File: src/rtl/dir_sel_pkg.sv
// Shared constants for the direction-select front end: direction codes,
// sequencer state encodings and a width helper for counters.
package dir_sel_pkg;

    localparam logic [1:0] DIR_UP    = 2'b00;
    localparam logic [1:0] DIR_RIGHT = 2'b01;
    localparam logic [1:0] DIR_DOWN  = 2'b10;
    localparam logic [1:0] DIR_LEFT  = 2'b11;

    typedef enum logic [1:0] {
        ST_IDLE = 2'd0,
        ST_HOLD = 2'd1,
        ST_SCAN = 2'd2
    } state_t;

    // Bits needed to hold values 0..value-1, never less than one.
    function automatic int clog2(input int value);
        int r;
        r = 0;
        for (int v = value - 1; v > 0; v = v >> 1) begin
            r++;
        end
        if (r == 0) begin
            r = 1;
        end
        return r;
    endfunction

endpackage

File: src/rtl/dir_debounce.sv
// One button channel: two-flop synchroniser, mismatch counter and a
// registered single-cycle press strobe on each accepted 0->1 level change.
module dir_debounce
    import dir_sel_pkg::*;
#(
    parameter int DEBOUNCE_CYCLES = 16
) (
    input  logic clk,
    input  logic rst_n,
    input  logic raw,
    output logic stable,
    output logic press
);

    localparam int CW = clog2(DEBOUNCE_CYCLES);
    localparam logic [CW-1:0] CNT_LAST = CW'(DEBOUNCE_CYCLES - 1);

    logic          sync1_q, sync1_d;
    logic          sync2_q, sync2_d;
    logic          stable_q, stable_d;
    logic          press_q, press_d;
    logic [CW-1:0] cnt_q, cnt_d;

    always_comb begin
        sync1_d  = raw;
        sync2_d  = sync1_q;
        stable_d = stable_q;
        press_d  = 1'b0;
        cnt_d    = '0;
        // Any cycle where the synced level agrees with stable restarts the count.
        if (sync2_q != stable_q) begin
            if (cnt_q == CNT_LAST) begin
                stable_d = ~stable_q;
                press_d  = ~stable_q;
            end else begin
                cnt_d = cnt_q + 1'b1;
            end
        end
    end

    always_ff @(posedge clk or negedge rst_n) begin
        if (!rst_n) begin
            sync1_q  <= 1'b0;
            sync2_q  <= 1'b0;
            stable_q <= 1'b0;
            press_q  <= 1'b0;
            cnt_q    <= '0;
        end else begin
            sync1_q  <= sync1_d;
            sync2_q  <= sync2_d;
            stable_q <= stable_d;
            press_q  <= press_d;
            cnt_q    <= cnt_d;
        end
    end

    assign stable = stable_q;
    assign press  = press_q;

endmodule

File: src/rtl/dir_select_sequencer.sv
// Debounces four direction buttons and latches the winning press as the
// mux select code. Optional idle auto-scan is enabled by DIR_SEL_AUTO_SCAN_EN.
module dir_select_sequencer
    import dir_sel_pkg::*;
#(
    parameter int DEBOUNCE_CYCLES = 16,
    parameter int SCAN_CYCLES     = 8
) (
    input  logic clk,
    input  logic rst_n,
    input  logic btn_up,
    input  logic btn_right,
    input  logic btn_down,
    input  logic btn_left,
    output logic select1,
    output logic select0,
    output logic sel_valid,
    output logic sel_changed
);

    logic [3:0] btn_raw;
    logic [3:0] btn_stable;
    logic [3:0] btn_press;

    // Bit index equals the direction code, so the lowest set bit wins.
    assign btn_raw = {btn_left, btn_down, btn_right, btn_up};

    generate
        for (genvar gi = 0; gi < 4; gi++) begin : g_btn
            dir_debounce #(
                .DEBOUNCE_CYCLES(DEBOUNCE_CYCLES)
            ) u_deb (
                .clk    (clk),
                .rst_n  (rst_n),
                .raw    (btn_raw[gi]),
                .stable (btn_stable[gi]),
                .press  (btn_press[gi])
            );
        end
    endgenerate

    logic       press_any;
    logic [1:0] press_code;

    always_comb begin
        press_any  = |btn_press;
        press_code = DIR_UP;
        for (int i = 3; i >= 0; i--) begin
            if (btn_press[i]) begin
                press_code = 2'(i);
            end
        end
    end

    logic scan_step;

`ifdef DIR_SEL_AUTO_SCAN_EN
    localparam int SW = clog2(SCAN_CYCLES);
    localparam logic [SW-1:0] IDLE_LAST = SW'(SCAN_CYCLES - 1);

    logic [SW-1:0] idle_cnt_q, idle_cnt_d;

    always_comb begin
        scan_step  = (btn_stable == 4'b0000) && (idle_cnt_q == IDLE_LAST);
        idle_cnt_d = idle_cnt_q + 1'b1;
        if ((btn_stable != 4'b0000) || scan_step) begin
            idle_cnt_d = '0;
        end
    end

    always_ff @(posedge clk or negedge rst_n) begin
        if (!rst_n) begin
            idle_cnt_q <= '0;
        end else begin
            idle_cnt_q <= idle_cnt_d;
        end
    end
`else
    logic unused_scan;
    assign scan_step   = 1'b0;
    assign unused_scan = ^{btn_stable, SCAN_CYCLES};
`endif

    state_t     state_q, state_d;
    logic [1:0] select_q, select_d;
    logic       valid_q, valid_d;
    logic       changed_q, changed_d;

    always_comb begin
        state_d   = state_q;
        select_d  = select_q;
        valid_d   = valid_q;
        changed_d = 1'b0;
        if (press_any) begin
            state_d   = ST_HOLD;
            select_d  = press_code;
            valid_d   = 1'b1;
            // Leaving IDLE always counts as a change, even onto code 00.
            changed_d = (state_q == ST_IDLE) || (press_code != select_q);
        end else if (scan_step) begin
            state_d   = ST_SCAN;
            select_d  = select_q + 2'd1;
            valid_d   = 1'b1;
            changed_d = 1'b1;
        end
    end

    always_ff @(posedge clk or negedge rst_n) begin
        if (!rst_n) begin
            state_q   <= ST_IDLE;
            select_q  <= DIR_UP;
            valid_q   <= 1'b0;
            changed_q <= 1'b0;
        end else begin
            state_q   <= state_d;
            select_q  <= select_d;
            valid_q   <= valid_d;
            changed_q <= changed_d;
        end
    end

    assign select1     = select_q[1];
    assign select0     = select_q[0];
    assign sel_valid   = valid_q;
    assign sel_changed = changed_q;

endmodule

File: config.mk
export PLATFORM = sky130hd
export DESIGN_NAME = dir_select_sequencer
export DESIGN_NICKNAME = d
export VERILOG_FILES = /design/src/rtl/dir_sel_pkg.sv /design/src/rtl/dir_debounce.sv /design/src/rtl/dir_select_sequencer.sv
export SDC_FILE = /design/constraint.sdc
export NUM_CORES = 1
export LEC_CHECK = 0
export CAP_MARGIN = 0
export CORE_MARGIN = 8
export CORE_UTILIZATION = 56
export DETAILED_ROUTE_END_ITERATION = 16
export MAX_ROUTING_LAYER = met4
export PLACE_DENSITY_LB_ADDON = 0.08
export SETUP_SLACK_MARGIN = 0.4
export SYNTH_ARGS = -nofsm -noshare
export SYNTH_HDL_FRONTEND = slang
export SYNTH_SLANG_ARGS = --single-unit
File: constraint.sdc
create_clock -name clk -period 1.5 [get_ports clk]
set_input_delay 0.15 -clock clk [delete_from_list [all_inputs] [get_ports clk]]
set_output_delay 0.15 -clock clk [all_outputs]
set_load 0.02 [all_outputs]
== After elaboration in Yosys (flattened, before gate mapping) ==
Index checks and enable logic that the tools add are counted.

* Register bits after elaboration: 36
* Output and inout port bits: 4

* Add/sub/neg operators: 4
* Equal/unequal tests: 9
* Muxes and demuxes: 21
* Bitwise gates (word level): 4
* Reductions and logical operators: 7

{| class="wikitable"
|+ Operators by type and width
! operator !! count
|-
| 2-to-1 mux 4 bit || 8
|-
| adder 4 x 1 -> 4 bit, second input constant || 4
|-
| == test 4 bit, second input constant || 4
|-
| 2-to-1 mux 1 bit || 9
|-
| 2-to-1 mux 2 bit || 4
|-
| AND reduction 2 bit || 4
|-
| inequality test 1 bit || 4
|-
| inverter 1 bit || 4
|-
| OR reduction 4 bit || 1
|-
| logical NOT 2 bit || 1
|-
| inequality test 2 bit || 1
|-
| logical OR 1 bit || 1
|}

== Logic depth before layout (Yosys ltp) ==
Gate-level depths: netlist of the first run.

* Word-level depth: 7
* Mapped depth: 4

== By module ==
From an unflattened synthesis of the first run, not the netlist that was laid out.

* Cells, all modules: 98
* Area total of the unflattened synthesis: 1403.8 um^2

{| class="wikitable"
|+ By module, submodules not included
! module !! seq. area each (um^2) !! area an instance (um^2) !! times used !! cells each
|-
| dir_debounce || 200.2 || 302.8 || 4 || 20
|-
| dir_select_sequencer || 100.1 || 192.7 || 1 || 18
|}

== Least setup slack after synthesis of the first run ==
No wires, ideal clock.

* Kind: register to register
* Start: register g_btn[3].u_deb.cnt_q[0]
* End: register g_btn[3].u_deb.stable_q
* Stages on the path, launching flop included: 4
* Library setup time: 125 ps
* Path buffers: 0
* Setup slack: 337 ps
* Arrival: 1039 ps
* Cells stage by stage: dfrtp_1 ha_1 nand3_2 mux2_2

* Longest elaborated chain between the ends: 2

{| class="wikitable"
|+ RTL lines
! element !! line !! text
|-
| start: declaration || dir_debounce.sv:22 || <nowiki>logic [CW-1:0] cnt_q, cnt_d;</nowiki>
|-
| start signal: assignment || dir_debounce.sv:53 || <nowiki>cnt_q <= cnt_d;</nowiki>
|-
| == test 4 bit || dir_debounce.sv:32 || <nowiki>if (cnt_q == CNT_LAST) begin</nowiki>
|-
| AND reduction 2 bit (no line) || n/a ||
|-
| end signal: assignment || dir_debounce.sv:51 || <nowiki>stable_q <= stable_d;</nowiki>
|-
| end: declaration || dir_debounce.sv:20 || <nowiki>logic stable_q, stable_d;</nowiki>
|}

No other way between the ends.
A chain may end at the register's enable or synchronous reset.

== Worst setup path after layout of the first run ==
* Start: register g_btn[2].u_deb.cnt_q[0]
* End: register g_btn[2].u_deb.stable_q

* Longest elaborated chain between the ends: 2

{| class="wikitable"
|+ RTL lines
! element !! line
|-
| start: declaration || dir_debounce.sv:22
|-
| start signal: assignment || dir_debounce.sv:53
|-
| == test 4 bit || dir_debounce.sv:32
|-
| AND reduction 2 bit (no line) || n/a
|-
| end signal: assignment || dir_debounce.sv:51
|-
| end: declaration || dir_debounce.sv:20
|}

No other way between the ends.

==> results of run 1 <==
per-layer routing:
layer | vias to the layer above | routed length (microns) | GRT usage [%]
met5 | - | 0 | -
met4 | 0 | 23 | 4.80
met3 | 3 | 119 | 4.75
met2 | 12 | 1370 | 22.8
met1 | 458 | 1080 | 14.0
li1 | 436 | - | -
metrics by stage:
stage               setup WS [ns]  util [%]  hold WS (ns)
floorplan                   0.405         -        -0.146
global placement            0.333      64.1         0.334
detailed placement          0.314      64.1         0.338
CTS                         0.361      73.0         0.227
global route                0.329      77.4         0.222
finish                      0.389      77.4         0.216
worst paths after layout:
kind | cells past startpoint | to | from | slack (ns)
max in group asynchronous | 2 | g_btn[2].u_deb.press$_DFF_PN0_ | rst_n | 0.95
worst min-delay path | 2 | g_btn[2].u_deb.cnt_q[2]$_DFF_PN0_ | rst_n | 0.22
worst min register to register | 0 | g_btn[2].u_deb.sync2_q$_DFF_PN0_ | g_btn[2].u_deb.sync1_q$_DFF_PN0_ | 0.36
min in group clk | 1 | g_btn[0].u_deb.sync1_q$_DFF_PN0_ | btn_up | 0.25
worst max-delay path | 3 | g_btn[2].u_deb.stable$_DFFE_PN0P_ | g_btn[2].u_deb.cnt_q[0]$_DFF_PN0_ | 0.39
worst max register to register | 3 | g_btn[2].u_deb.stable$_DFFE_PN0P_ | g_btn[2].u_deb.cnt_q[0]$_DFF_PN0_ | 0.39
flip-flops by register name, summed over array words and instances (netlist names):
register / count
sel_valid: 1
g_btn.u_deb.sync2_q: 4
g_btn.u_deb.sync1_q: 4
g_btn.u_deb.press: 4
sel_changed: 1
g_btn.u_deb.stable: 4
select_q: 2
g_btn.u_deb.cnt_q: 16
layout by cell type (no fill, tap or decap), drive strengths merged:
cell and n:
bufinv 1, o21ai 5, inv 5, a311oi 1
and2b 1, o21bai 1, mux2 4, nor2b 3
a21oi 10, nor4bb 1, nand3 4, clkdlybuf4s50 5
nor3b 7, xnor2 9, dfrtp 36, nand4b 4
o31a 1, buf 21, nor3 1, o221ai 1
ha 4, nand2 2, nand3b 1, clkinv 1
nor2 5, clkbuf 6
cell type report:
| type | instances | area, sq um | share of cell area [%] |
|---|---|---|---|
| flip-flops and latches | 36 | 902 | 47.9 |
| multi-input cells | 65 | 646 | 34.3 |
| repair buffers | 26 | 201 | 10.7 |
| clock buffers | 6 | 41.3 | 2.19 |
| well taps | 30 | 37.5 | 1.99 |
| clock inverters | 2 | 35.0 | 1.86 |
| inverters | 5 | 18.8 | 0.997 |
power by group:
group	switching (uW)	internal (uW)
Sequential	42.2	1010
Clock	311	350
Combinational	68.3	91.5
kinds of logic (layout without fill, tap and decap cells):
logic type	count (synthesis)	after routing	share of synthesized area, %
XOR/XNOR	9	9	5.61
AND/OR/NAND/NOR	29	29	14.4
buffers and inverters	5	39	1.34
flip-flops	36	36	64.1
AO/OA/AOI/OAI	19	19	7.75
multiplexers	4	4	3.21
adder cells (fa/ha/maj)	4	4	3.56
critical path, delay by kind of cell (launching register included):
family        cells  cell delay, ns
flops             1            0.43
simple gates      1            0.07
fa+ha+maj         1            0.19
mux               1            0.31
timing repair:
item	CTS	global route
resized for setup	21	20
buffers inserted	16	0
pin swaps	4	7
endpoints found under the setup margin	8	18
cloned	0	0
==> reports/metrics.cfg, run 1 <==
[floorplan]
die-width_microns = 66.1
die_area_sq_um = 4370
ioPinCount = 10
core_region_area_sq_um = 2430
die_y_microns = 66.1
start_util_pct = 57.8
row_count = 18

[synth]
syn-cell-area_sq_um = 1410
synthArstFlopShare_pct = 100
yosysTopAreaCell = dfrtp_1
synth.distinct_cells = 21
synth_top_area_share_pct = 64.1
synth_top_cells_by_count = dfrtp_1, a21oi_1, xnor2_1, nor3b_1
synth_nets = 116
ys_seq_elements = 36
yosys-top-cells-area = dfrtp_1, xnor2_1, nor3b_1, a21oi_1, ha_1
synth_edf_count = 0
avgSynthCellArea_sq_um = 13.3
yosys_warnings = 0
synth_cells = 106
synth-main-ff-cell = dfrtp_1
yosysMostFrequentCell = dfrtp_1
yosysSeqAreaShare_pct = 64.1

[sta]
rsz0062_at_grt = true
clock.fmax_ghz = 0.900
hold_violations = 0
slew_viol_final = 0
fin_worst_skew_ns = 0.00845
slew-limit-headroom_pct = 70.8
setup_violations = 0
worstMarginPinSlew_ns = 0.439
setup_tns_ns = 0
fin_crit_sh_pct = 74.1
period_needed_ns = 1.11

[place]
numPlacedInstances = 146
dpl_cell_area_sq_um = 1560
gp_congestion = 0.752
port_buffers = 9
place_hpwl_microns = 1420

[grt]
grt_usage_pct = 13.4
grt_max_degree = 37
grt_pass1_vias = 1001
grt_pass1_wl_microns = 4400
antenna_found_initial = 0
grt-ovfl-total = 0

[worst_setup_path]
arrival_ns = 1.33
worstSetupEndpointType = flip-flop
path_class = reg2reg
crit_fanout = 3
start_kind = flip-flop
required_ns = 1.71
slowest_stage = dfrtp_1
cpPeakStageDelay_ns = 0.43
path_cells = ha_4 -> nand3_4 -> mux2_4

[cts]
clk_latency_ns = 0.33
postCtsHoldBufs = 0
clk_pin_slew_ns = 0.11
cts_buffers = 5
cts_root_buf = clkbuf_4
cts.htree.levels = 2
cts_sinks = 36
clk_path_buf_depth = 2
cts_tree = built

[status]
status = finished, final reports clean

[drt]
vias = 909
drc_errors = 0
first_pass_iters = 2
wl_per_cell_microns = 15.2
viasPerCell = 5.35
routed_wl_microns = 2590
drt_iter0_drc = 31
drtAntennaViolNets = 0

[power]
power_density_nw_per_um2 = 994
peakVddDrop_mv = 0.722
power.total_uw = 1870
leakage_uw = 0.000812

[cells_and_area]
nFillCells = 159
diodes = 0
nets = 149
drive_gt1_share_pct = 35.7
syn_to_final_growth_pct = 33.9
fin_cells = 170
final_area_sq_um = 1880

[flow_run]
max_cap_viol_count = 0

[min_path]
hp-class = in2async

Note: power is estimated with default switching activity, not from simulation.
==> inputs of run 2 (changes only) <==
- CORE_UTILIZATION: 56 -> 50
- clock period: 1.5 -> 1 ns (I/O delays scaled with it)
==> run 2 against run 1 <==
Against the previous run: the run now ends with negative setup slack left; global-route usage down 1.1 points; cell area increased by 14%; worst setup slack worse by 0.50 ns; core utilization is 1.8 points higher; sequential power rose by 50%; die area rose by 9.0%; routed wire length is 17% higher; cell count is 7.1% higher; via count rose by 7.4%; sequential cell count did not move; critical path type unchanged; largest power group unchanged.
==> reports/metrics.cfg, run 2 (synthesis gave the netlist of run 1 again) <==
[status]
status = finished, violations left
failed_checks = negative setup slack

[grt]
grt_max_degree = 37
grt-ovfl-total = 0
antenna_found_initial = 0
grt_pass1_wl_microns = 4610
grt_pass1_vias = 1044
grt_usage_pct = 12.3

[floorplan]
core_region_area_sq_um = 2710
die-width_microns = 69.0
die_y_microns = 69.0
ioPinCount = 10
die_area_sq_um = 4760
row_count = 19
start_util_pct = 51.8

[sta]
fin_worst_skew_ns = 0.0103
period_needed_ns = 1.11
rsz0062_at_grt = true
fin_crit_sh_pct = 111
clock.fmax_ghz = 0.903
slew-limit-headroom_pct = 80.2
worstMarginPinSlew_ns = 0.297
worst_slack_ns = -0.107
hold_violations = 0
setup_violations = 15
slew_viol_final = 0

[cells_and_area]
fin_cells = 182
regArea_sq_um = 908
final_cell_mix = dfrtp_1, buf_4, buf_6
multiInputGateArea_sq_um = 777
drive_gt1_share_pct = 55.0
nFillCells = 150
final_common_cell = dfrtp_1
syn_to_final_growth_pct = 52.6
top_register = g_btn.u_deb.cnt_q
fin_util_pct = 79.1
diodes = 0
largest_reg_flops = 16
nets = 160
final_area_sq_um = 2140

[drt]
drtAntennaViolNets = 0
drc_errors = 0
wl_per_cell_microns = 16.6
viasPerCell = 5.36
first_pass_iters = 4
routed_wl_microns = 3020
drt_iter0_drc = 37
vias = 976

[place]
port_buffers = 9
dpl_cell_area_sq_um = 1760
place_hpwl_microns = 1630
gp_congestion = 0.780
numPlacedInstances = 167
place_ws_ns = -0.123

[cts]
cts_root_buf = clkbuf_4
cts_sinks = 36
cts_buffers = 5
clk_latency_ns = 0.34
cts_tree = built
clk_pin_slew_ns = 0.11
clk_path_buf_depth = 2
cts.htree.levels = 2

[worst_setup_path]
arrival_ns = 1.33
startpoint = g_btn[3].u_deb.cnt_q[1]$_DFF_PN0_
start_kind = flip-flop
r2r-start = g_btn[3].u_deb.cnt_q[1]$_DFF_PN0_
crit_fanout = 3
required_ns = 1.23
path_class = reg2reg
worstSetupEndpointType = flip-flop

[power]
power_density_nw_per_um2 = 1230
leakage_uw = 0.000905
peakVddDrop_mv = 0.945

[min_path]
hp-class = in2async

[flow_run]
max_cap_viol_count = 0

[run 2: what timing repair did]
action / CTS / global route
setup endpoints to repair: 32 / 32
pin swaps: 17 / 8
gates resized for setup: 57 / 15
endpoints found under the hold margin: 0 / 0
hold buffers: 0 / 0
setup buffers: 3 / 4
[run 2: layer usage]
layer	wire length, microns	part of all wire (%)	up-vias	global-route usage, %
li1	-	-	464	-
met3	98	3.2	5	4.29
met5	0	0	-	-
met1	1260	42	490	12.4
met4	66	2.2	0	6.83
met2	1600	53	17	20.5
[run 2: path summary, 6_finish.rpt]
path | depth (start not counted) | slack [ns] | to
max | 3 | -0.11 | g_btn[3].u_deb.stable$_DFFE_PN0P_
min | 2 | 0.11 | g_btn[1].u_deb.cnt_q[2]$_DFF_PN0_
max reg2reg | 3 | -0.11 | g_btn[3].u_deb.stable$_DFFE_PN0P_
min reg2reg | 0 | 0.36 | g_btn[2].u_deb.sync2_q$_DFF_PN0_
max in group asynchronous | 2 | 0.68 | g_btn[2].u_deb.stable$_DFFE_PN0P_
min in group clk | 1 | 0.19 | g_btn[2].u_deb.sync1_q$_DFF_PN0_
[run 2: metrics by stage]
stage	hold WS (ns)	power, uW	setup TNS [ns]
after floorplan	-0.196	1680	-0.278
after global placement	0.333	1810	-0.463
after detailed placement	0.336	1830	-0.778
after CTS	0.106	2650	-0.634
after global routing	0.113	2780	-1.47
final	0.112	2650	-0.694
[run 2: power by group]
part	switching (uW)	total, uW	internal, uW
Combinational	141	343	202
Clock	462	736	274
Sequential	57.8	1570	1510
Total	661	2650	1990
[run 2: critical path: stages (launching register included)]
cell     delay (ns)
dfrtp_1        0.42
ha_4           0.19
nand3_4        0.09
mux2_4         0.30
[run 2: final cells by class]
cell class / count / area share, %
Clock inverter: 1 / 0.233
Sequential cell: 36 / 42.4
Timing Repair Buffer: 37 / 16.4
Tap cell: 31 / 1.81
Inverter: 5 / 0.875
Multi-Input combinational cell: 65 / 36.2
Clock buffer: 7 / 2.10
==> inputs of run 3 (changes only) <==
- REMOVE_ABC_BUFFERS: unset -> 1
==> run 3 against run 2 <==
Against the previous run: the flow still finishes with violations (negative setup slack); cell count is 0.55% lower; routed wire length is 7.1% lower; global-route usage is 0.75 points higher; die area stayed put; register-to-register slack worse by 0.02 ns; sequential power hardly changed; fmax is 1.4% lower; via count is 1.2% lower; clock-buffer cell count is 1 higher; first-iteration DRC count is 16% lower; total power is 2.0% higher; hold slack better by 0.015 ns; critical path type unchanged; largest cell class unchanged; largest power group unchanged; highest routed layer unchanged.
==> reports/metrics.cfg, run 3 (synthesis gave the netlist of run 1 again) <==
[cts]
cts.htree.levels = 2
cts_sinks = 36
cts_tree = built
clk_path_buf_depth = 2
cts_buffers = 5
clk_latency_ns = 0.33
clk_pin_slew_ns = 0.10
cts_root_buf = clkbuf_4

[sta]
clock.fmax_ghz = 0.891
slew-limit-headroom_pct = 79.1
fin_crit_sh_pct = 112
slew_viol_final = 0
worst_slack_ns = -0.123
whs_ns = 0.127
setup_violations = 17
setup_tns_ns = -0.922
fin_worst_skew_ns = 0.00801
hold_violations = 0
period_needed_ns = 1.12
worstMarginPinSlew_ns = 0.311
rsz0062_at_grt = true

[flow_run]
max_cap_viol_count = 0

[worst_setup_path]
worstSetupEndpointType = flip-flop
rrSetupSlack_ns = -0.12
path_class = reg2reg
startpoint = g_btn[3].u_deb.cnt_q[1]$_DFF_PN0_
start_kind = flip-flop
cp-endpoint = g_btn[3].u_deb.stable$_DFFE_PN0P_
r2r_end = g_btn[3].u_deb.stable$_DFFE_PN0P_
r2r-start = g_btn[3].u_deb.cnt_q[1]$_DFF_PN0_
arrival_ns = 1.34
required_ns = 1.22
worst_r2r_path_depth = 3
crit_fanout = 3

[grt]
grt_max_degree = 37
grt_pass1_vias = 1067
grt_pass1_wl_microns = 5040
grt_usage_pct = 13.1
grt-ovfl-total = 0
antenna_found_initial = 0

[cells_and_area]
final_common_cell = dfrtp_1
syn_to_final_growth_pct = 47.6
diodes = 0
nets = 159
top_register = g_btn.u_deb.cnt_q
drive_gt1_share_pct = 47.3
final_cell_mix = dfrtp_1, buf_6, buf_4
fin_cells = 181
largest_reg_flops = 16
fin_util_pct = 76.5

[place]
numPlacedInstances = 169
gp_congestion = 0.782
place_hpwl_microns = 1580
port_buffers = 9

[floorplan]
die_y_microns = 69.0
start_util_pct = 51.8
row_count = 19
ioPinCount = 10
die_area_sq_um = 4760
die-width_microns = 69.0
core_region_area_sq_um = 2710

[drt]
wl_per_cell_microns = 15.5
first_pass_iters = 2
drc_errors = 0
routed_wl_microns = 2810
drt_iter0_drc = 31
vias = 964
drtAntennaViolNets = 0
viasPerCell = 5.33

[status]
status = finished, violations left
failed_checks = negative setup slack

[min_path]
hp-class = in2async

[power]
power.total_uw = 2700
peakVddDrop_mv = 1.24
power_density_nw_per_um2 = 1300
leakage_uw = 0.000896

==> run 3: cell types whose count changed in the layout (fill, tap and decap cells not counted), moves of 3 or more <==
cell     delta
dfrtp_2     -6
buf_6       +3
dfrtp_1     +6
buf_4       -4
==> run 3: worst min-delay path by stage <==
stage	start	end	slack, ns	cells past startpoint
2_1_floorplan	rst_n	g_btn[0].u_deb.cnt_q[0]$_DFF_PN0_	-0.20	0
3_3_place_gp	g_btn[0].u_deb.sync1_q$_DFF_PN0_	g_btn[0].u_deb.sync2_q$_DFF_PN0_	0.33	0
3_5_place_dp	g_btn[0].u_deb.sync1_q$_DFF_PN0_	g_btn[0].u_deb.sync2_q$_DFF_PN0_	0.34	0
4_1_cts	rst_n	g_btn[1].u_deb.cnt_q[3]$_DFF_PN0_	0.12	2
5_1_grt	rst_n	g_btn[1].u_deb.cnt_q[3]$_DFF_PN0_	0.15	2
6_report	rst_n	g_btn[1].u_deb.cnt_q[3]$_DFF_PN0_	0.13	2
==> run 3: layout make-up <==
| type | instances | area [sq um] |
|---|---|---|
| fill | 162 | 636 |
| multi-input combinational | 65 | 702 |
| timing repair buffer | 36 | 355 |
| inverter | 5 | 18.8 |
| clock buffer | 8 | 58.8 |
| sequential | 36 | 901 |
| tap | 31 | 38.8 |
==> run 3: metal layers <==
metal / up-vias / wire length (microns) / track usage, %
li1: 459 / - / -
met2: 14 / 1430 / 20.0
met4: 0 / 47 / 6.15
met1: 486 / 1250 / 15.5
met3: 5 / 82 / 3.72
met5: - / 0 / -
==> run 3: metrics by stage <==
stage	setup WS (ns)	instance area [sq um]
2_1_floorplan	-0.163	1410
3_3_place_gp	-0.127	1720
3_5_place_dp	-0.148	1720
4_1_cts	-0.104	2010
5_1_grt	-0.143	2070
6_report	-0.123	2070
==> run 3: critical path: stages (launching register included) <==
cell	delay [ns]
dfrtp_1	0.43
ha_4	0.19
nand3_2	0.09
mux2_4	0.30
==> run 3: repair_timing <==
item | 4_1_cts | 5_1_grt
gates resized for setup | 67 | 12
pin swaps | 21 | 16
endpoints found under the setup margin | 32 | 32
gates cloned | 0 | 0
buffers inserted | 3 | 1
hold buffers | 0 | 0
==> run 3: where the power goes <==
group          leakage [uW]  total (uW)  switching, uW  internal [uW]
sequential         0.000474        1570           59.1           1510
combinational      0.000389         326            134            193
clock             0.0000326         804            457            347
total              0.000896        2700            650           2050
